### src/rtl/sc_player_pkg.sv
// Shared constants for the player FSM and the player row datapath.
package sc_player_pkg;

  localparam int DATAWIDTH_DEFAULT = 8;
  localparam logic [DATAWIDTH_DEFAULT-1:0] INIT_PATTERN_DEFAULT = 8'b0000_0010;

  localparam logic [1:0] SHIFT_HOLD  = 2'b00;
  localparam logic [1:0] SHIFT_LEFT  = 2'b01;
  localparam logic [1:0] SHIFT_RIGHT = 2'b10;

  localparam logic [1:0] BLANK_RELOAD = 2'd2;

  typedef enum logic {
    ST_PLAYING = 1'b0,
    ST_CRASHED = 1'b1
  } sc_player_state_t;

endpackage

### src/rtl/sc_player_register_shifter.sv
// Next-row computation for the player car: load, clamped logical shifts.
module sc_player_register_shifter
  import sc_player_pkg::*;
#(
  parameter int DATAWIDTH = DATAWIDTH_DEFAULT
) (
  input  logic [DATAWIDTH-1:0] i_row,
  input  logic [1:0]           i_shift_sel,
  input  logic                 i_load_n,
  input  logic [DATAWIDTH-1:0] i_data,
  output logic [DATAWIDTH-1:0] o_next_row,
  output logic                 o_blocked
);

  logic w_left;
  logic w_right;

  assign w_left  = i_shift_sel == SHIFT_LEFT;
  assign w_right = i_shift_sel == SHIFT_RIGHT;

  always_comb begin
    o_next_row = i_row;
    o_blocked  = 1'b0;
    unique case (1'b1)
      !i_load_n: o_next_row = i_data;
      w_left: begin
        if (i_row[DATAWIDTH-1]) o_blocked = 1'b1;
        else o_next_row = i_row << 1;
      end
      w_right: begin
        if (i_row[0]) o_blocked = 1'b1;
        else o_next_row = i_row >> 1;
      end
      default: o_next_row = i_row;
    endcase
  end

endmodule

### src/rtl/sc_player_register.sv
// Player row register: applies FSM commands, clamps at the road edges,
// and flags a sticky active-low collision against the obstacle row.
module sc_player_register
  import sc_player_pkg::*;
#(
  parameter int DATAWIDTH = DATAWIDTH_DEFAULT,
  parameter logic [DATAWIDTH-1:0] INIT_PATTERN = INIT_PATTERN_DEFAULT,
  parameter int CRASH_CNT_WIDTH = 4
) (
  input  logic                       SC_PLAYER_STATEMACHINE_CLOCK_50,
  input  logic                       SC_PLAYER_STATEMACHINE_RESET_InHigh,
  input  logic [1:0]                 SC_PLAYER_REGISTER_ShiftSelection_In,
  input  logic                       SC_PLAYER_REGISTER_LoadData_InLow,
  input  logic [DATAWIDTH-1:0]       SC_PLAYER_REGISTER_PlayerData_In,
  input  logic [DATAWIDTH-1:0]       SC_PLAYER_REGISTER_ObstacleRow_In,
  output logic [DATAWIDTH-1:0]       SC_PLAYER_REGISTER_PlayerRow_Out,
  output logic                       SC_PLAYER_REGISTER_Collision_OutLow,
  output logic                       SC_PLAYER_REGISTER_EdgeBlocked_Out,
  output logic [CRASH_CNT_WIDTH-1:0] SC_PLAYER_REGISTER_CrashCount_Out
);

  sc_player_state_t           r_state;
  logic [DATAWIDTH-1:0]       r_row;
  logic                       r_coll_n;
  logic                       r_edge;
  logic [CRASH_CNT_WIDTH-1:0] r_cnt;
  logic [1:0]                 r_blank;

  logic [DATAWIDTH-1:0] w_next_row;
  logic                 w_blocked;
  logic                 w_load;
  logic                 w_overlap;
  logic                 w_hit;

  sc_player_register_shifter #(
    .DATAWIDTH(DATAWIDTH)
  ) u_shifter (
    .i_row      (r_row),
    .i_shift_sel(SC_PLAYER_REGISTER_ShiftSelection_In),
    .i_load_n   (SC_PLAYER_REGISTER_LoadData_InLow),
    .i_data     (SC_PLAYER_REGISTER_PlayerData_In),
    .o_next_row (w_next_row),
    .o_blocked  (w_blocked)
  );

  assign w_load    = !SC_PLAYER_REGISTER_LoadData_InLow;
  assign w_overlap = |(r_row & SC_PLAYER_REGISTER_ObstacleRow_In);
  // A load always wins over a same-cycle overlap; blanking hides reload glitches.
  assign w_hit     = w_overlap && !w_load && (r_blank == 2'd0);

  always_ff @(posedge SC_PLAYER_STATEMACHINE_CLOCK_50
              or posedge SC_PLAYER_STATEMACHINE_RESET_InHigh) begin
    if (SC_PLAYER_STATEMACHINE_RESET_InHigh) begin
      r_state  <= ST_PLAYING;
      r_row    <= INIT_PATTERN;
      r_coll_n <= 1'b1;
      r_edge   <= 1'b0;
      r_cnt    <= '0;
      r_blank  <= 2'd0;
    end else begin
      r_row  <= w_next_row;
      r_edge <= w_blocked;
      if (w_load) r_blank <= BLANK_RELOAD;
      else if (r_blank != 2'd0) r_blank <= r_blank - 2'd1;
      case (r_state)
        ST_PLAYING: begin
          if (w_hit) begin
            r_state  <= ST_CRASHED;
            r_coll_n <= 1'b0;
            if (r_cnt != '1) r_cnt <= r_cnt + CRASH_CNT_WIDTH'(1);
          end
        end
        ST_CRASHED: begin
          if (w_load) begin
            r_state  <= ST_PLAYING;
            r_coll_n <= 1'b1;
          end
        end
        default: r_state <= ST_PLAYING;
      endcase
    end
  end

  assign SC_PLAYER_REGISTER_PlayerRow_Out     = r_row;
  assign SC_PLAYER_REGISTER_Collision_OutLow  = r_coll_n;
  assign SC_PLAYER_REGISTER_EdgeBlocked_Out   = r_edge;
  assign SC_PLAYER_REGISTER_CrashCount_Out    = r_cnt;

endmodule

### config.mk
export PLATFORM = sky130hd
export DESIGN_NAME = sc_player_register
export DESIGN_NICKNAME = d
export VERILOG_FILES = /design/src/rtl/sc_player_pkg.sv /design/src/rtl/sc_player_register_shifter.sv /design/src/rtl/sc_player_register.sv
export SDC_FILE = /design/constraint.sdc
export NUM_CORES = 1
export LEC_CHECK = 0
export BUFFER_PORTS_ARGS = -buffer_cell sky130_fd_sc_hd__buf_2
export CAP_MARGIN = 20
export CORE_UTILIZATION = 30
export CTS_BUF_LIST = sky130_fd_sc_hd__clkbuf_4 sky130_fd_sc_hd__clkbuf_8
export DETAILED_ROUTE_END_ITERATION = 10
export HOLD_SLACK_MARGIN = 0.12
export SETUP_SLACK_MARGIN = 0.1
export SYNTH_ARGS = -nofsm -noshare
export SYNTH_HDL_FRONTEND = slang
export SYNTH_HIERARCHICAL = 1
export SYNTH_SLANG_ARGS = --single-unit
### constraint.sdc
create_clock -name SC_PLAYER_STATEMACHINE_CLOCK_50 -period 4.5 [get_ports SC_PLAYER_STATEMACHINE_CLOCK_50]
set_clock_uncertainty 0.05 [all_clocks]
set_input_delay 0.225 -clock SC_PLAYER_STATEMACHINE_CLOCK_50 [delete_from_list [all_inputs] [get_ports SC_PLAYER_STATEMACHINE_CLOCK_50]]
set_output_delay 0.225 -clock SC_PLAYER_STATEMACHINE_CLOCK_50 [all_outputs]
set_load 0.05 [all_outputs]
Yosys cells after proc, flatten, opt, wreduce, memory -nomap -nowiden:

Index checks and enable logic that the tools add are counted.

* output and inout port bits: 14
* bits of input ports: 21
* bits in registers: 17
* logic and storage cells: 46

* muxes and demuxes: 14
* equality and inequality tests: 8
* add/subtract/negate cells: 2
* bitwise operators: 2
* reductions and logical operators: 12

Operators with widths (number)
* one-hot mux 8 bit (3 select lines): 1
* 2-to-1 mux 8 bit: 2
* AND 8 bit: 1
* inequality test 2 bit, second input constant: 4
* OR reduction 8 bit: 1
* 2-to-1 mux 1 bit: 6
* one-hot mux 1 bit (2 select lines): 3
* AND reduction 2 bit: 3
* AND reduction 3 bit: 2
* adder 4 x 1 -> 4 bit, second input constant: 1
* 2-to-1 mux 2 bit: 2
* inequality test 4 bit, second input constant: 1
* nonzero test 3 bit: 1
* == test 2 x 1 -> 1 bit, second input constant: 1
* == test 2 bit, second input constant: 1
* logical AND 1 bit: 2
* logical NOT 2 bit: 1
* inequality test 2 x 1 -> 1 bit, second input constant: 1
* nonzero test 2 bit: 1
* subtractor 2 x 1 -> 2 bit, second input constant: 1
* logical NOT 1 bit: 1
* inverter 1 bit: 1

Depth between registers and ports, before layout:

Gate-level depths: netlist of the first run.

* depth in word-level cells: 6
* mapped depth: 6
* mapped depth without buffers: 5

Modules after synthesis:

The synthesis of the first run kept the hierarchy.

Modules (own cells, without submodules)
* sc_player_register: times used 1, area an instance 660.6 µm², cells each 47, seq. area each 427.9 µm²
* sc_player_register_shifter: times used 1, area an instance 431.7 µm², cells each 60, seq. area each 0.0 µm²

Least setup slack after synthesis of the first run:

OpenSTA, ideal clock, no wires.

* path type: register to register
* start: register r_row[0] (netlist: SC_PLAYER_REGISTER_PlayerRow_Out[0])
* end: register r_cnt[1] (netlist: SC_PLAYER_REGISTER_CrashCount_Out[1])
* arrival time: 1.620 ns
* required time: 4.325 ns
* setup time: 0.125 ns
* stages on the path, launching flop included: 5
* setup slack: 2.705 ns
* clock period less this slack: 1.795 ns
* path buffers: 0
* cells stage by stage: dfrtp_1 a22oi_1 and4_4 nor3_2 mux2_4

* cells in the longest elaborated chain, start to end: 5

RTL lines
* from (decl): RTL line sc_player_register.sv:23 `logic [DATAWIDTH-1:0] r_row;`
* from (signal assigned): RTL line sc_player_register.sv:61 `r_row <= w_next_row;`
* AND 8 bit: RTL line sc_player_register.sv:47 `assign w_overlap = |(r_row & SC_PLAYER_REGISTER_ObstacleRow_In);`
* OR reduction 8 bit: RTL line sc_player_register.sv:47
* logical AND 1 bit (2 in series): RTL line sc_player_register.sv:49 `assign w_hit = w_overlap && !w_load && (r_blank == 2'd0);`
* AND reduction 3 bit (no source line)
* to (signal assigned): RTL line sc_player_register.sv:70 `if (r_cnt != '1) r_cnt <= r_cnt + CRASH_CNT_WIDTH'(1);`
* to (decl): RTL line sc_player_register.sv:26 `logic [CRASH_CNT_WIDTH-1:0] r_cnt;`

Every way passes these cells.
A chain may end at the register's enable or synchronous reset.

Worst setup path after layout of the first run:

* start: register r_row[7] (netlist: SC_PLAYER_REGISTER_PlayerRow_Out[7])
* end: register r_cnt[1] (netlist: SC_PLAYER_REGISTER_CrashCount_Out[1])

Same word-level chain as after synthesis.

==> summary.txt, run 1 <==
Status
  – Status: complete, no violations

STA
  – Fmax: 0.5703 GHz
  – Crit share post-route: 0.3896
  – Setup violations, final: 0
  – Max-slew violations: 0
  – Worst-margin pin slew: 646.5 ps
  – Slew margin rel.: 0.5685
  – Fin crit period: 1753 ps
  – Sum Neg Setup Slack: 0 ps
  – Endpoints failing hold: 0
  – Setup WS post-layout: 2747 ps
  – Unrepaired setup endpoints after global routing: false

Worst hold path
  – HP Class: primary input to flop
  – Hold Startpoint: SC_PLAYER_REGISTER_LoadData_InLow

Drt
  – DRT Wirelength: 2631 µm
  – DR iter-0 viols: 74
  – # DRC: 0
  – Vias per cell: 5.059
  – Drt pass-1 iters: 4
  – Antenna-violating nets left: 0
  – Total number of vias: 951
  – Routed len/inst: 13.99 µm

Setup path
  – WP buf/inv: 0
  – Max stage delay cell, worst path: dfrtp_1
  – Worst reg2reg path depth: 4
  – RR Startpoint: SC_PLAYER_REGISTER_PlayerRow_Out[7]$_DFF_PP0_
  – Crit path capture: SC_PLAYER_REGISTER_CrashCount_Out[1]$_DFFE_PP0P_
  – Kind of critical path: flop to flop
  – R2R setup slack: 2750 ps
  – CP endpoint kind: flop
  – Crit path DAT: 1880 ps
  – Critical Path Fanout Max: 15
  – Startpoint Class: flop
  – Crit path cell chain: a22oi_1 > and4_4 > nor3_2 > mux2_4
  – Slowest Stage Delay on Critical Path: 650 ps
  – Cell family with most CP delay: flip-flops
  – Total stage count of the critical path: 4
  – CP required: 4630 ps
  – FF-to-FF End: SC_PLAYER_REGISTER_CrashCount_Out[1]$_DFFE_PP0P_
  – CP startpoint: SC_PLAYER_REGISTER_PlayerRow_Out[7]$_DFF_PP0_

GRT
  – Initial antenna violation count: 0
  – First-pass GRT wire length: 4257 µm
  – Total global routing overflow: 0
  – Largest net degree at the start of global routing: 18
  – Total track usage: 0.1441
  – Vias in the first global route: 879

Placement
  – Gpl congestion: 0.8528
  – PortBufs: 34
  – Worst slack at placement: 2768 ps
  – DP HPWL: 2025 µm
  – Post-DP Area: 0.001294 mm²

Final layout
  – Commonest non-fill, non-tap cells in the layout: buf_2, dfrtp_1, nand2_1, a21oi_1
  – Fillers: 368
  – P&R area growth vs syn: 21.88%
  – Final cell area excluding filler cells: 0.001331 mm²
  – Multi-input logic area: 611.8 µm²
  – Leading cell type in the layout, fill and taps excluded: buf_2
  – Final net count: 170
  – Inserted Diodes: 0
  – Register area: 427.9 µm²
  – Fraction of layout cells with a size suffix above 1: 0.3803

CTS
  – Worst skew pair latency: 290 ps
  – Max H-tree Level: 1
  – Post-CTS sizing: 0
  – Clock transition at path regs: 100 ps
  – TritonCTS buffer count: 3
  – CTS Hold Buffers Added: 1
  – Root Buffer Master: clkbuf_4
  – TritonCTS clock tree: built
  – Clk buf depth: 2
  – Sink Count: 17
  – Postcts setup bufs: 0

Synth
  – Async S/R FF share, synth: 1.000
  – Synth Register Bits: 17
  – Top FF cell, synth: dfrtp_1
  – Synthesized netlist cell count: 107
  – Post-synth EDFFs: 0
  – Synth cell types: 35
  – Synth warn: 6
  – Mapped Nets: 134
  – Register area share after synthesis: 0.3918
  – Avg Cell Area, Syn: 10.21 µm²
  – Synthesized area: 0.001092 mm²

Floorplan
  – Num rows: 21
  – Initial Utilization: 0.3198
  – Core area: 0.003416 mm²
  – Die Wd: 62.34 µm
  – Die Y-Extent: 62.34 µm
  – Die ar.: 0.003886 mm²
  – I/O pin count: 35

Flow run
  – Max cap viols: 0

Pwr
  – Tot Pwr: 0.6665 mW
  – VDD IR-drop max: 133.4 µV
  – Pwr dens: 500.6 mW/mm²
  – Leakage: 0.6404 nW
[worst register-to-register path: stages, from the launching register on]
cell	delay (ps)
dfrtp_1	650
a22oi_1	130
and4_4	240
nor3_2	250
mux2_4	320
[cell type report]
cell class | count | share of cell area
multi-input combinational | 79 | 0.4596
inverter | 7 | 0.01974
clock buffer | 3 | 0.01692
tap | 46 | 0.04323
sequential | 17 | 0.3214
clock inverter | 1 | 0.003759
timing repair buffer | 35 | 0.1353
[sequential cells by signal (all words and copies together), names as in the netlist]
| name | count |
|---|---|
| SC_PLAYER_REGISTER_Collision_OutLow | 1 |
| r_blank | 2 |
| SC_PLAYER_REGISTER_PlayerRow_Out | 8 |
| r_state | 1 |
| SC_PLAYER_REGISTER_CrashCount_Out | 4 |
| SC_PLAYER_REGISTER_EdgeBlocked_Out | 1 |
[stage by stage]
stage | utilization | std cells | hold WS, ps
global placement | 0.3788 | 183 | 296.3
CTS | 0.3897 | 188 | 141.3
detailed placement | 0.3788 | 183 | 300.1
floorplan | - | 107 | 99.61
global route | 0.3897 | 188 | 130.2
finish | 0.3897 | 188 | 147.8
[worst min path at each step]
stage	cells past startpoint	slack, ps	end
after floorplan	1	100	SC_PLAYER_REGISTER_CrashCount_Out[0]$_DFFE_PP0P_
after global placement	2	300	SC_PLAYER_REGISTER_PlayerRow_Out[2]$_DFF_PP0_
after detailed placement	2	300	SC_PLAYER_REGISTER_CrashCount_Out[0]$_DFFE_PP0P_
after CTS	2	140	SC_PLAYER_REGISTER_Collision_OutLow$_DFFE_PP1P_
after global routing	2	130	SC_PLAYER_REGISTER_Collision_OutLow$_DFFE_PP1P_
final	2	150	SC_PLAYER_REGISTER_Collision_OutLow$_DFFE_PP1P_
[routing by layer]
layer  track usage  vias to the layer above  share of wire
met5             0                        -              0
met4       0.06105                        0          0.011
met3       0.03676                        4          0.084
met2        0.2074                       44           0.44
met1        0.2027                      439           0.46
li1              -                      464              -
[power breakdown]
part | switching (mW) | total (mW) | internal (mW)
Sequential | 0.0584 | 0.259 | 0.201
Combinational | 0.208 | 0.328 | 0.121
Clock | 0.0459 | 0.0789 | 0.0330
Total | 0.312 | 0.666 | 0.354
[logic make-up (layout without fill, tap and decap cells)]
family                     count (synthesis)  after routing  share of synthesized area
adders and majority gates                  6              6                    0.06873
DFF                                       17             17                     0.3918
AOI/OAI and AO/OA                         31             31                     0.2039
xor gates and xnor gates                   4              4                    0.03208
and+or+nand+nor                           29             29                     0.1558
buffers and inverters                     11             46                    0.04812
muxes                                      9              9                    0.09966
[cell usage after synthesis, drive strengths merged (3+ instances only)]
master	instances	area share
a222oi	4	0.037
dfrtp	15	0.34
a22oi	4	0.027
o21a	3	0.021
a21oi	9	0.041
ha	6	0.069
mux2	9	0.10
inv	7	0.024
nor2	6	0.021
nand2	9	0.031
xor2	3	0.024
nand2b	3	0.019
(Power assumes the default switching activity.)
==> run 2, diff against run 1 <==
==> constraint.sdc (replaced) <==
create_clock -name SC_PLAYER_STATEMACHINE_CLOCK_50 -period 1.62 [get_ports SC_PLAYER_STATEMACHINE_CLOCK_50]
set_clock_uncertainty 0.05 [all_clocks]
set_input_delay 0.081 -clock SC_PLAYER_STATEMACHINE_CLOCK_50 [delete_from_list [all_inputs] [get_ports SC_PLAYER_STATEMACHINE_CLOCK_50]]
set_output_delay 0.081 -clock SC_PLAYER_STATEMACHINE_CLOCK_50 [all_outputs]
set_load 0.05 [all_outputs]
==> run 2 against run 1 <==
Compared with the run above:
- final area increased by 13%
- wire length increased by 11%
- fmax increased by 12%
- clock-buffer cell count unchanged
- sequential share of layout area decreased by 2.8 points
- critical path type unchanged
- largest cell class unchanged
- largest power group unchanged
- highest routed layer unchanged
==> summary.txt, run 2 (synthesis gave the netlist of run 1 again) <==
Setup path
  – CP endpoint kind: flop
  – CP required: 1760 ps (-2870 ps)
  – Startpoint Class: flop
  – Kind of critical path: flop to flop
  – Critical Path Fanout Max: 7 (-8)
  – Max stage delay cell, worst path: dfstp_4
  – Crit path DAT: 1700 ps (-180 ps)
  – Crit path cell chain: a22oi_2 > and4_4 > nor3_4 > mux2_4
  – Slowest Stage Delay on Critical Path: 660 ps (about the same)

Drt
  – Routed len/inst: 14.36 µm (+2.6%)
  – Total number of vias: 1034 (+8.7%)
  – Antenna-violating nets left: 0 (unchanged)
  – Drt pass-1 iters: 4 (unchanged)
  – # DRC: 0 (unchanged)
  – DRT Wirelength: 2930 µm (+11%)
  – Vias per cell: 5.069 (+0.20%)
  – DR iter-0 viols: 60 (-19%)

CTS
  – Clock transition at path regs: 110 ps (about the same)
  – Max H-tree Level: 1 (unchanged)
  – TritonCTS clock tree: built
  – TritonCTS buffer count: 3 (unchanged)
  – Worst skew pair latency: 290 ps (about the same)
  – Root Buffer Master: clkbuf_4
  – Sink Count: 17 (unchanged)
  – Clk buf depth: 2 (unchanged)

GRT
  – Largest net degree at the start of global routing: 18 (unchanged)
  – Initial antenna violation count: 0 (unchanged)
  – Vias in the first global route: 1014 (+15%)
  – First-pass GRT wire length: 4823 µm (+13%)
  – Total global routing overflow: 0 (unchanged)
  – Total track usage: 0.1559 (+0.01178)

Placement
  – Post-DP Area: 0.001361 mm² (+5.2%)
  – # placed instances: 189 (+3.3%)
  – DP HPWL: 2134 µm (+5.4%)
  – Worst slack at placement: 47.79 ps (-2720 ps)
  – Gpl congestion: 0.8056 (-5.5%)
  – PortBufs: 34 (unchanged)

Pwr
  – VDD IR-drop max: 724.0 µV (+440%)
  – Tot Pwr: 1.977 mW (+200%)
  – Pwr dens: 1312 mW/mm² (+160%)
  – Leakage: 0.7029 nW (+9.8%)

Floorplan
  – Num rows: 21 (unchanged)
  – Core area: 0.003416 mm² (unchanged)
  – Initial Utilization: 0.3198 (unchanged)
  – Die ar.: 0.003886 mm² (unchanged)
  – Die Wd: 62.34 µm (unchanged)
  – I/O pin count: 35 (unchanged)
  – Die Y-Extent: 62.34 µm (unchanged)

STA
  – Worst-margin pin slew: 676.4 ps (+29.91 ps)
  – Hold Slack: 236.6 ps (+88.81 ps)
  – Fmax: 0.6398 GHz (+12%)
  – Max-slew violations: 0 (unchanged)
  – Crit share post-route: 0.9648 (+0.5752)
  – Slew margin rel.: 0.5485 (-0.01996)
  – Unrepaired setup endpoints after global routing: true
  – Fin crit period: 1563 ps (-190.4 ps)
  – Endpoints failing hold: 0 (unchanged)
  – Setup WS post-layout: 57.02 ps (-2690 ps)
  – Setup violations, final: 0 (unchanged)

Final layout
  – Fraction of layout cells with a size suffix above 1: 0.4494 (+0.06909)
  – P&R area growth vs syn: 37.91%
  – Commonest non-fill, non-tap cells in the layout: buf_2, dlygate4sd3_1, a21oi_1
  – Max FFs per register: 8 (unchanged)
  – Inserted Diodes: 0 (unchanged)
  – Final non-filler cell total: 204 (+8.5%)
  – Final net count: 186 (+9.4%)
  – Fillers: 343 (-6.8%)
  – Leading cell type in the layout, fill and taps excluded: buf_2
  – Final cell area excluding filler cells: 0.001506 mm² (+13%)

Flow run
  – Max cap viols: 0 (unchanged)

Worst hold path
  – HP Class: primary input to flop

Status
  – Status: complete, no violations
## run 2: cell types whose count changed in the layout (fill, tap and decap cells not counted), sizes merged
cell	delta
dlygate4sd3	+10
buf	+6
## run 2: layer usage
| metal | part of all wire | wire (µm) | GRT usage |
|---|---|---|---|
| met1 | 0.42 | 1237 | 0.2030 |
| met2 | 0.51 | 1484 | 0.2679 |
| met3 | 0.067 | 197 | 0.04044 |
| met4 | 0.0038 | 11 | 0.01453 |
| met5 | 0 | 0 | 0 |
## run 2: where the power goes
part | switching (mW) | internal (mW)
clock network | 0.146 | 0.0919
logic | 0.628 | 0.402
registers | 0.138 | 0.572
total | 0.911 | 1.07
## run 2: layout make-up
class / count / area [µm²] / area share
timing repair buffer: 51 / 325.3 / 0.2159
sequential: 17 / 441.7 / 0.2932
multi-input combinational: 79 / 628.1 / 0.4169
inverter: 7 / 26.28 / 0.01744
clock buffer: 3 / 22.52 / 0.01495
clock inverter: 1 / 5.005 / 0.003322
tap: 46 / 57.56 / 0.03821
## run 2: critical path, delay by kind of cell (launching register included)
family,cells,cell delay (ps)
muxes,1,320
and+or+nand+nor,2,360
DFF,1,660
AOI/OAI and AO/OA,1,80
## run 2: final timing paths
check	slack, ps	cells past startpoint	from	end
max	60	4	SC_PLAYER_REGISTER_PlayerRow_Out[1]$_DFF_PP1_	SC_PLAYER_REGISTER_CrashCount_Out[1]$_DFFE_PP0P_
min	240	4	SC_PLAYER_REGISTER_ShiftSelection_In[1]	SC_PLAYER_REGISTER_EdgeBlocked_Out$_DFF_PP0_
max reg2reg	60	4	SC_PLAYER_REGISTER_PlayerRow_Out[1]$_DFF_PP1_	SC_PLAYER_REGISTER_CrashCount_Out[1]$_DFFE_PP0P_
min reg2reg	440	1	SC_PLAYER_REGISTER_CrashCount_Out[3]$_DFFE_PP0P_	SC_PLAYER_REGISTER_CrashCount_Out[3]$_DFFE_PP0P_
max in group asynchronous	680	3	SC_PLAYER_STATEMACHINE_RESET_InHigh	SC_PLAYER_REGISTER_PlayerRow_Out[7]$_DFF_PP0_
min in group asynchronous	370	3	SC_PLAYER_STATEMACHINE_RESET_InHigh	SC_PLAYER_REGISTER_PlayerRow_Out[4]$_DFF_PP0_
## run 2: timing repair
action / 4_1_cts / 5_1_grt
setup endpoints to repair: 2 / 3
pin swaps: 0 / 1
endpoints found under the hold margin: 28 / 0
hold buffers: 11 / 0
setup buffers: 0 / 0
gates resized for setup: 0 / 2
## run 2: metrics by stage
step,utilization,setup TNS (ps)
after floorplan,-,-13.00
after global routing,0.4410,0
final,0.4410,0
after detailed placement,0.3985,0
after CTS,0.4388,0
after global placement,0.3985,0
==> run 3, diff against run 2 <==
==> constraint.sdc (replaced) <==
create_clock -name SC_PLAYER_STATEMACHINE_CLOCK_50 -period 2 [get_ports SC_PLAYER_STATEMACHINE_CLOCK_50]
set_clock_uncertainty 0.05 [all_clocks]
set_input_delay 0.1 -clock SC_PLAYER_STATEMACHINE_CLOCK_50 [delete_from_list [all_inputs] [get_ports SC_PLAYER_STATEMACHINE_CLOCK_50]]
set_output_delay 0.1 -clock SC_PLAYER_STATEMACHINE_CLOCK_50 [all_outputs]
set_load 0.05 [all_outputs]
==> run 3 against run 2 <==
Compared with the run above:
- combinational power shrank 24%
- hold slack lost 70 ps
- setup slack gained 260 ps
- largest cell class unchanged
- global-route usage grew 0.90 points
- wire length grew 1.9%
- critical path depth grew 2
- cell count shrank 2.5%
- highest routed layer is now met3
- sequential power shrank 18%
- non-clock buffer count shrank 5
==> summary.txt, run 3 (synthesis gave the netlist of run 1 again) <==
CTS
  – TritonCTS buffer count: 3 (unchanged)
  – Worst skew pair latency: 290 ps (about the same)
  – Postcts setup bufs: 0 (unchanged)
  – TritonCTS clock tree: built
  – Max H-tree Level: 1 (unchanged)
  – Sink Count: 17 (unchanged)
  – Post-CTS sizing: 0 (unchanged)
  – Clock transition at path regs: 110 ps (about the same)
  – Root Buffer Master: clkbuf_4
  – Clk buf depth: 2 (unchanged)

GRT
  – Initial antenna violation count: 0 (unchanged)
  – Largest net degree at the start of global routing: 18 (unchanged)
  – Vias in the first global route: 1043 (+2.9%)
  – Total track usage: 0.1648 (+0.008984)
  – Total global routing overflow: 0 (unchanged)
  – First-pass GRT wire length: 5050 µm (+4.7%)

Flow run
  – Max cap viols: 0 (unchanged)

STA
  – Crit share post-route: 0.8430
  – Worst-margin pin slew: 650.6 ps (-25.85 ps)
  – Fin crit period: 1686 ps
  – Slew margin rel.: 0.5658 (+0.01725)
  – Endpoints failing hold: 0 (unchanged)
  – Setup violations, final: 0 (unchanged)
  – Sum Neg Setup Slack: 0 ps (unchanged)
  – Unrepaired setup endpoints after global routing: false
  – Max-slew violations: 0 (unchanged)
  – Fmax: 0.5931 GHz
  – Hold Slack: 166.2 ps (-70.40 ps)

Setup path
  – Startpoint Class: primary input
  – CP required: 2140 ps (+380 ps)
  – Crit path DAT: 1820 ps (+120 ps)
  – Worst reg2reg path depth: 4 (unchanged)
  – CP endpoint kind: flop
  – Kind of critical path: primary input to flop
  – Critical Path Fanout Max: 12 (+5)
  – R2R setup slack: 380 ps (+320 ps)

Drt
  – Antenna-violating nets left: 0 (unchanged)
  – Routed len/inst: 15.01 µm (+4.5%)
  – DR iter-0 viols: 69 (+15%)
  – # DRC: 0 (unchanged)
  – DRT Wirelength: 2986 µm (+1.9%)
  – Vias per cell: 5.196 (+2.5%)
  – Total number of vias: 1034 (unchanged)
  – Drt pass-1 iters: 7 (+3)

Pwr
  – Pwr dens: 1078 mW/mm² (-18%)
  – VDD IR-drop max: 281.0 µV (-61%)
  – Leakage: 0.6879 nW (-2.1%)
  – Tot Pwr: 1.549 mW (-22%)

Final layout
  – Final net count: 181 (-2.7%)
  – Max FFs per register: 8 (unchanged)
  – P&R area growth vs syn: 31.50%
  – Fraction of layout cells with a size suffix above 1: 0.3660 (-0.08335)
  – Leading cell type in the layout, fill and taps excluded: buf_2
  – Inserted Diodes: 0 (unchanged)
  – Commonest non-fill, non-tap cells in the layout: buf_2, dfrtp_1, dlygate4sd3_1

Placement
  – DP HPWL: 2161 µm (+1.3%)
  – PortBufs: 34 (unchanged)
  – Gpl congestion: 0.8385 (+4.1%)

Floorplan
  – Num rows: 21 (unchanged)
  – Die Wd: 62.34 µm (unchanged)
  – Core area: 0.003416 mm² (unchanged)
  – Die ar.: 0.003886 mm² (unchanged)
  – I/O pin count: 35 (unchanged)
  – Die Y-Extent: 62.34 µm (unchanged)
  – Initial Utilization: 0.3198 (unchanged)

Worst hold path
  – Hold Crit Depth: 4 (unchanged)
  – HP Class: primary input to flop

Status
  – Status: complete, no violations
-- run 3: critical path, cell delays in order --
cell	delay, ps
dlygate4sd3_1	530
buf_2	140
ha_1	300
nand2_1	310
a21boi_0	160
a221o_1	280
-- run 3: metrics by stage --
stage / setup WS [ps] / utilization / area [µm²] / cells
final: 314.1 / 0.4205 / 1436 / 199
after global routing: 203.8 / 0.4205 / 1436 / 199
after CTS: 351.5 / 0.4205 / 1436 / 199
after detailed placement: 370.0 / 0.3832 / 1309 / 185
after global placement: 434.2 / 0.3832 / 1309 / 185
after floorplan: 205.2 / - / 1092 / 107
-- run 3: worst paths after layout --
kind                                                                  startpoint                                          endpoint
worst max-delay path                     SC_PLAYER_REGISTER_ShiftSelection_In[1]     SC_PLAYER_REGISTER_PlayerRow_Out[3]$_DFF_PP0_
worst min-delay path                         SC_PLAYER_REGISTER_PlayerData_In[6]     SC_PLAYER_REGISTER_PlayerRow_Out[6]$_DFF_PP0_
worst max register to register     SC_PLAYER_REGISTER_PlayerRow_Out[1]$_DFF_PP1_  SC_PLAYER_REGISTER_CrashCount_Out[1]$_DFFE_PP0P_
worst min register to register  SC_PLAYER_REGISTER_CrashCount_Out[3]$_DFFE_PP0P_  SC_PLAYER_REGISTER_CrashCount_Out[3]$_DFFE_PP0P_
max in group asynchronous                    SC_PLAYER_STATEMACHINE_RESET_InHigh  SC_PLAYER_REGISTER_CrashCount_Out[0]$_DFFE_PP0P_
min in group asynchronous                    SC_PLAYER_STATEMACHINE_RESET_InHigh     SC_PLAYER_REGISTER_PlayerRow_Out[7]$_DFF_PP0_
-- run 3: final cells by class --
cell class / instances / area (µm²)
clock buffers: 3 / 22.52
well taps: 46 / 57.56
fillers: 350 / 1979
repair buffers: 46 / 285.3
inverters: 7 / 26.28
clock inverters: 1 / 5.005
flip-flops and latches: 17 / 427.9
multi-input cells: 79 / 611.8
-- run 3: where the power goes --
group / internal (mW) / leakage, nW / switching (mW)
sequential: 0.452 / 0.206 / 0.127
combinational: 0.291 / 0.464 / 0.491
clock: 0.0743 / 0.0177 / 0.113
total: 0.818 / 0.688 / 0.731
-- run 3: what timing repair did --
item	4_1_cts	5_1_grt
hold buffers	10	0
hold endpoints to repair	27	0
endpoints found under the setup margin	0	0
-- run 3: metal layers --
layer  track usage  part of all wire
met5             0                 0
met4       0.02616                 0
met3       0.03493             0.068
met1        0.2144              0.44
met2        0.2843              0.50
